--- src/rtl/serial_adder.sv ---
// serial_adder: bit-serial add/subtract, LSB first, through one full-adder cell.
// Define SERIAL_ADDER_OVF_EN to add the registered signed-overflow output o_ovf.
module serial_adder #(
  parameter int WIDTH = 8
) (
  input  logic             clk,
  input  logic             rst,
  input  logic             i_start,
  input  logic             i_sub,
  input  logic [WIDTH-1:0] i_a,
  input  logic [WIDTH-1:0] i_b,
  input  logic             i_cin,
  output logic             o_busy,
  output logic             o_done,
  output logic [WIDTH-1:0] o_sum,
  output logic             o_cout
`ifdef SERIAL_ADDER_OVF_EN
  ,
  output logic             o_ovf
`endif
);
  localparam int CW = $clog2(WIDTH + 1);
  typedef enum logic [1:0] {IDLE, RUN, DONE} state_t;
  state_t r_state, w_next;
  logic [WIDTH-1:0] r_a, r_b, r_sum;
  logic [CW-1:0] r_cnt;
  logic r_carry, r_cout;
  logic w_accept, w_last, w_s, w_c;
  assign w_accept = i_start && r_state != RUN;
  assign w_last = r_state == RUN && r_cnt == CW'(WIDTH - 1);
  assign w_s = r_a[0] ^ r_b[0] ^ r_carry;
  assign w_c = (r_a[0] & r_b[0]) | (r_carry & (r_a[0] ^ r_b[0]));
  assign o_busy = r_state == RUN;
  assign o_done = r_state == DONE;
  assign o_sum = r_sum;
  assign o_cout = r_cout;
  always_comb begin
    w_next = r_state == RUN ? (w_last ? DONE : RUN) : (i_start ? RUN : IDLE);
  end
  always_ff @(posedge clk or posedge rst) begin
    if (rst) r_state <= IDLE;
    else r_state <= w_next;
  end
  // r_a doubles as the result shift register: sum bits enter at the MSB as operand bits leave the LSB
  always_ff @(posedge clk or posedge rst) begin
    if (rst) begin
      r_a <= '0;
      r_b <= '0;
      r_carry <= 1'b0;
      r_cnt <= '0;
      r_sum <= '0;
      r_cout <= 1'b0;
    end else if (w_accept) begin
      r_a <= i_a;
      r_b <= i_sub ? ~i_b : i_b;
      r_carry <= i_sub | i_cin;
      r_cnt <= '0;
    end else if (r_state == RUN) begin
      r_a <= {w_s, r_a[WIDTH-1:1]};
      r_b <= r_b >> 1;
      r_carry <= w_c;
      r_cnt <= r_cnt + CW'(1);
      if (w_last) begin
        r_sum <= {w_s, r_a[WIDTH-1:1]};
        r_cout <= w_c;
      end
    end
  end
`ifdef SERIAL_ADDER_OVF_EN
  logic r_ovf;
  assign o_ovf = r_ovf;
  always_ff @(posedge clk or posedge rst) begin
    if (rst) r_ovf <= 1'b0;
    else if (w_last) r_ovf <= r_carry ^ w_c;
  end
`endif
endmodule

--- config.mk ---
export PLATFORM = sky130hd
export DESIGN_NAME = serial_adder
export DESIGN_NICKNAME = d
export VERILOG_FILES = /design/src/rtl/serial_adder.sv
export SDC_FILE = /design/constraint.sdc
export NUM_CORES = 1
export LEC_CHECK = 0
export CAP_MARGIN = 10
export CORE_AREA = 2 2 66 93
export CTS_CLUSTER_SIZE = 30
export DETAILED_ROUTE_END_ITERATION = 10
export DIE_AREA = 0 0 68 95
export GPL_TIMING_DRIVEN = 1
export MAX_ROUTING_LAYER = met4
export PLACE_DENSITY_LB_ADDON = 0.3
export SYNTH_ARGS = -nofsm -noshare
export SYNTH_HDL_FRONTEND = slang
export SYNTH_SLANG_ARGS = --single-unit
--- constraint.sdc ---
create_clock -name clk -period 1.7 [get_ports clk]
set_clock_uncertainty 0.1 [all_clocks]
set_input_delay 0.34 -clock clk [delete_from_list [all_inputs] [get_ports clk]]
set_output_delay 0.34 -clock clk [all_outputs]
set_load 0.01 [all_outputs]
; Word-level counts from Yosys, hierarchy flattened
; Index checks and enable logic that the tools add are counted.
[totals]
reg_bits = 32
inputBits = 21
output_inout_bits = 11
word_cells = 36
[op_classes]
addsub = 1
n_eq_ne = 4
muxes = 12
bitwise_logic = 8
n_reduce_logical = 4
[op_table]
columns = cell, count
row1 = $mux W8, 5
row2 = $mux W4, 2
row3 = $not A8 Y8, 1
row4 = $add A4 B1 Y4 const B, 1
row5 = $eq A4 B3 Y1 const B, 1
row6 = $mux W2, 2
row7 = $mux W1, 3
row8 = $reduce_and A3 Y1, 1
row9 = $and A1 B1 Y1, 2
row10 = $eq A2 B1 Y1 const B, 1
row11 = $eq A2 B2 Y1 const B, 1
row12 = $logic_and A1 B1 Y1, 2
row13 = $ne A2 B1 Y1 const B, 1
row14 = $or A1 B1 Y1, 2
row15 = $reduce_bool A2 Y1, 1
row16 = $xor A1 B1 Y1, 2
row17 = $not A1 Y1, 1

; Longest topological paths before layout
[logic_depth]
ltp_word = 5
depth_mapped = 5

; Worst setup path before layout
; OpenSTA, ideal clock, no wires.
[synth_path]
path_kind = flip-flop to flip-flop
startpoint = register r_state[1]
endpoint = register r_cout (netlist: o_cout)
setup_ns = 0.125
arrival_ns = 1.223
t_required_ns = 1.475
slack_ns = 0.252
path_stages_with_launch = 5
synth_period_minus_slack_ns = 1.448
path_cell_list = dfrtp_1 > nor2b_4 > and4b_4 > buf_12 > mux2_4
[synth_between]
elab_chain_len = 4
elab_cells_between_ends = 6
cone_classes = eq/ne: 2 / bitwise: 1 / reduce/logical: 3
[synth_lines]
columns = item, line
row1 = from (decl), 24  ; state_t r_state, w_next;
row2 = from (signal assigned), 42  ; else r_state <= w_next;
row3 = $ne A2 B1 Y1, 29  ; assign w_accept = i_start && r_state != RUN;
row4 = $logic_and A1 B1 Y1, 29
row5 = $not A1 Y1 (no source line), n/a
row6 = $reduce_and A3 Y1 (no source line) *, n/a
row7 = to (signal assigned), 65  ; r_cout <= w_c;
row8 = to (decl), 27  ; logic r_carry, r_cout;
; Mark *: on every way between the ends. The rest lies on a longest branch, timed or not.
; A chain may end at the register's enable or synchronous reset.

; Worst setup path after layout
[layout_path]
startpoint = register r_sum[6] (netlist: o_sum[6])
endpoint = output o_sum[6]
[layout_rtl]
columns = item, line
row1 = from (decl), 25  ; logic [WIDTH-1:0] r_a, r_b, r_sum;
row2 = from (signal assigned), 64  ; r_sum <= {w_s, r_a[WIDTH-1:1]};
row3 = to (decl), 15  ; output logic [WIDTH-1:0] o_sum,
; No word-level cell between the ends.

==> run summary <==
Via density -> 4.49
slowest cell delay on critical path -> 540 ps
Final Setup Violations -> 0
Reg clk slew, reported paths -> 70 ps
Worst EP required -> 1260 ps
commonest non-fill, non-tap cell in the layout -> dfrtp_1
Area growth syn-to-layout -> 34.2%
Slowest-stage cell, CP -> clkdlybuf4s50_1
commonest cells after routing, fill and taps aside -> dfrtp_1, clkdlybuf4s50_1, nand2_1
combinational share of power -> 38.6%
Synth Cell Area -> 0.00153 mm2
CTS tree -> built
Final Util -> 36.0%
Net Sw Power -> 1130 uW
initial antenna violation count -> 0
CP endpoint kind -> output port
CTS Sinks -> 32
dpl cell area -> 0.00192 mm2
Max Slew Vio Count -> 0
final hold slack -> 337 ps
first-pass GRT wire length -> 5110 um
Final Critical Period -> 1640 ps
largest net degree at the start of global routing -> 40
Worst-Skew Late Latency -> 280 ps
status -> finished clean
Post CTS Setup Buffer Count -> 0
Starting DRT DRC Count -> 23
antenna cells -> 0
CP delay by family, top -> buffers and inverters
vias in the first global route -> 1066
worst-path fanout max -> 2
Post-Syn Instances -> 127
chip height -> 95 um
fin crit share -> 96.2%
DR WL/cell -> 13.2 um
crit-path cells -> clkdlybuf4s50_1
dpl hpwl -> 2260 um
post-route ant nets -> 0
Ports -> 32
Static Leak -> 0.000948 uW
die area -> 0.00646 mm2
Post-Place Setup Slack -> 31.1 ps
Int Pwr -> 2360 uW
total gr overflow -> 0
1st-pass router iterations -> 3
Synthesis Warnings -> 0
Synth cell types -> 25
CP arrival -> 1200 ps
worst rel slew slack -> 72.5%
critical setup path kind -> reg -> out
Inserted Clock Buffers -> 5
sequential element share of the synthesized area -> 52.4%
Worst Hold Class -> in -> async
Routed Wire Length -> 3070 um
fmax -> 0.611 GHz
DIE WIDTH -> 68 um
post-synth net total -> 150
Setup TNS Final -> 0 ps
root buffer cell -> clkbuf_8
part of the power in registers -> 38.5%
clock group share of total power -> 22.9%
IO buf count -> 31
VDD IR max -> 0.000755 V
final hold violations -> 0
post-route setup slack -> 64.4 ps
Crit path buffers/inverters -> 1
Mean Syn Cell Area -> 12.0 um2
post-synthesis register bit count -> 32
Core ar. -> 0.00570 mm2
Max-cap violations -> 0
fillers -> 578
CTS H-tree lvls -> 2
share of layout cells above drive strength 1 -> 16.0%
pwr dens -> 1700 mW/mm2
cell area after layout -> 0.00205 mm2
GR Util All Layers -> 11.1%
Starting Density -> 26.8%
CP startpoint kind -> flop
# DRC -> 0
Least-Margin Pin Slew -> 413 ps
unrepaired setup endpoints after global routing -> false
number of vias in the routed layout -> 1047
nets -> 185
row count -> 33
Final GP Congestion -> 0.703
Switching Share -> 32.4%
# hold bufs at CTS -> 0
Max clock buf depth -> 2
[area by class of cell]
class                           count  area (um2)  share of cell area (%)
Clock inverter                      1        30.0                    1.47
Tap cell                           70        87.6                    4.27
Clock buffer                        7        96.3                    4.70
Multi-Input combinational cell     86         669                    32.7
Inverter                            1        3.75                   0.183
Timing Repair Buffer               36         362                    17.6
Sequential cell                    32         801                    39.1
[power by group through the flow]
| stage | clock [uW] | sequential (uW) | combinational [uW] |
|---|---|---|---|
| 2_1_floorplan | 0 | 1340 | 891 |
| 3_3_place_gp | 0 | 1350 | 1330 |
| 6_report | 801 | 1350 | 1350 |
| 3_5_place_dp | 0 | 1370 | 1370 |
| 5_1_grt | 851 | 1410 | 1510 |
| 4_1_cts | 818 | 1360 | 1370 |
[cells by family (layout without fill, tap and decap cells)]
family	count (synthesis)	in the layout	share of synthesized area (%)
flip-flops	32	32	52.4
AND/OR/NAND/NOR	29	29	9.50
multiplexers	27	27	20.6
AO/OA/AOI/OAI	20	20	7.04
buffers and inverters	9	45	3.77
XOR/XNOR	8	8	4.59
adder cells (fa/ha/maj)	2	2	2.13
[worst paths after layout]
path / start / end / slack [ps] / depth (start not counted)
worst max-delay path: o_sum[6] / o_sum[6] / 60 / 1
min in group clk: r_b[1] / r_b[0] / 390 / 2
worst min-delay path: rst / o_sum[2] / 340 / 3
max in group asynchronous: rst / r_b[1] / 870 / 3
worst max register to register: r_state[1] / o_sum[7] / 110 / 3
worst min register to register: r_b[1] / r_b[0] / 390 / 2
[metrics by stage]
stage / instances / total power [uW]
final: 233 / 3490
after detailed placement: 225 / 2740
after global routing: 233 / 3760
after global placement: 225 / 2680
after floorplan: 127 / 2240
after CTS: 233 / 3540
[routing by layer]
metal  up-vias  global-route usage (%)  wire [um]
met3         6                    2.86        120
met2        22                    17.2       1640
li1        505                       -          -
met1       514                    13.2       1240
met4         0                    5.50         72
met5         -                       -          0
[registers in the layout, indices dropped and copies added (netlist names)]
register and flops:
r_state 2, r_a 8, r_carry 1, r_cnt 4
o_cout 1, r_b 8, o_sum 8
[cell usage after synthesis (all sizes together)]
cell	number	area, um2
ha	1	12.5
and3	1	6.26
o22ai	1	6.26
and4b	1	13.8
o21ai	17	85.1
clkbuf	1	3.75
nand2	18	67.6
a211oi	1	7.51
xnor2	1	8.76
nor2	3	11.3
and2b	1	7.51
mux2i	16	160
dfrtp	32	801
inv	1	3.75
nor2b	1	13.8
fa	1	20.0
nand3	1	5.00
xor2	7	61.3
mux2	11	154
buf	7	50.1
a211o	1	8.76
nand2b	2	12.5
nor3b	1	7.51
[timing repair]
item / in CTS / in global routing
resized for setup: 2 / 1
cloned: 0 / 0
pin swaps: 0 / 0
setup endpoints to repair: 2 / 1
endpoints found under the hold margin: 0 / 0
Note: power is estimated with default switching activity, not from simulation.
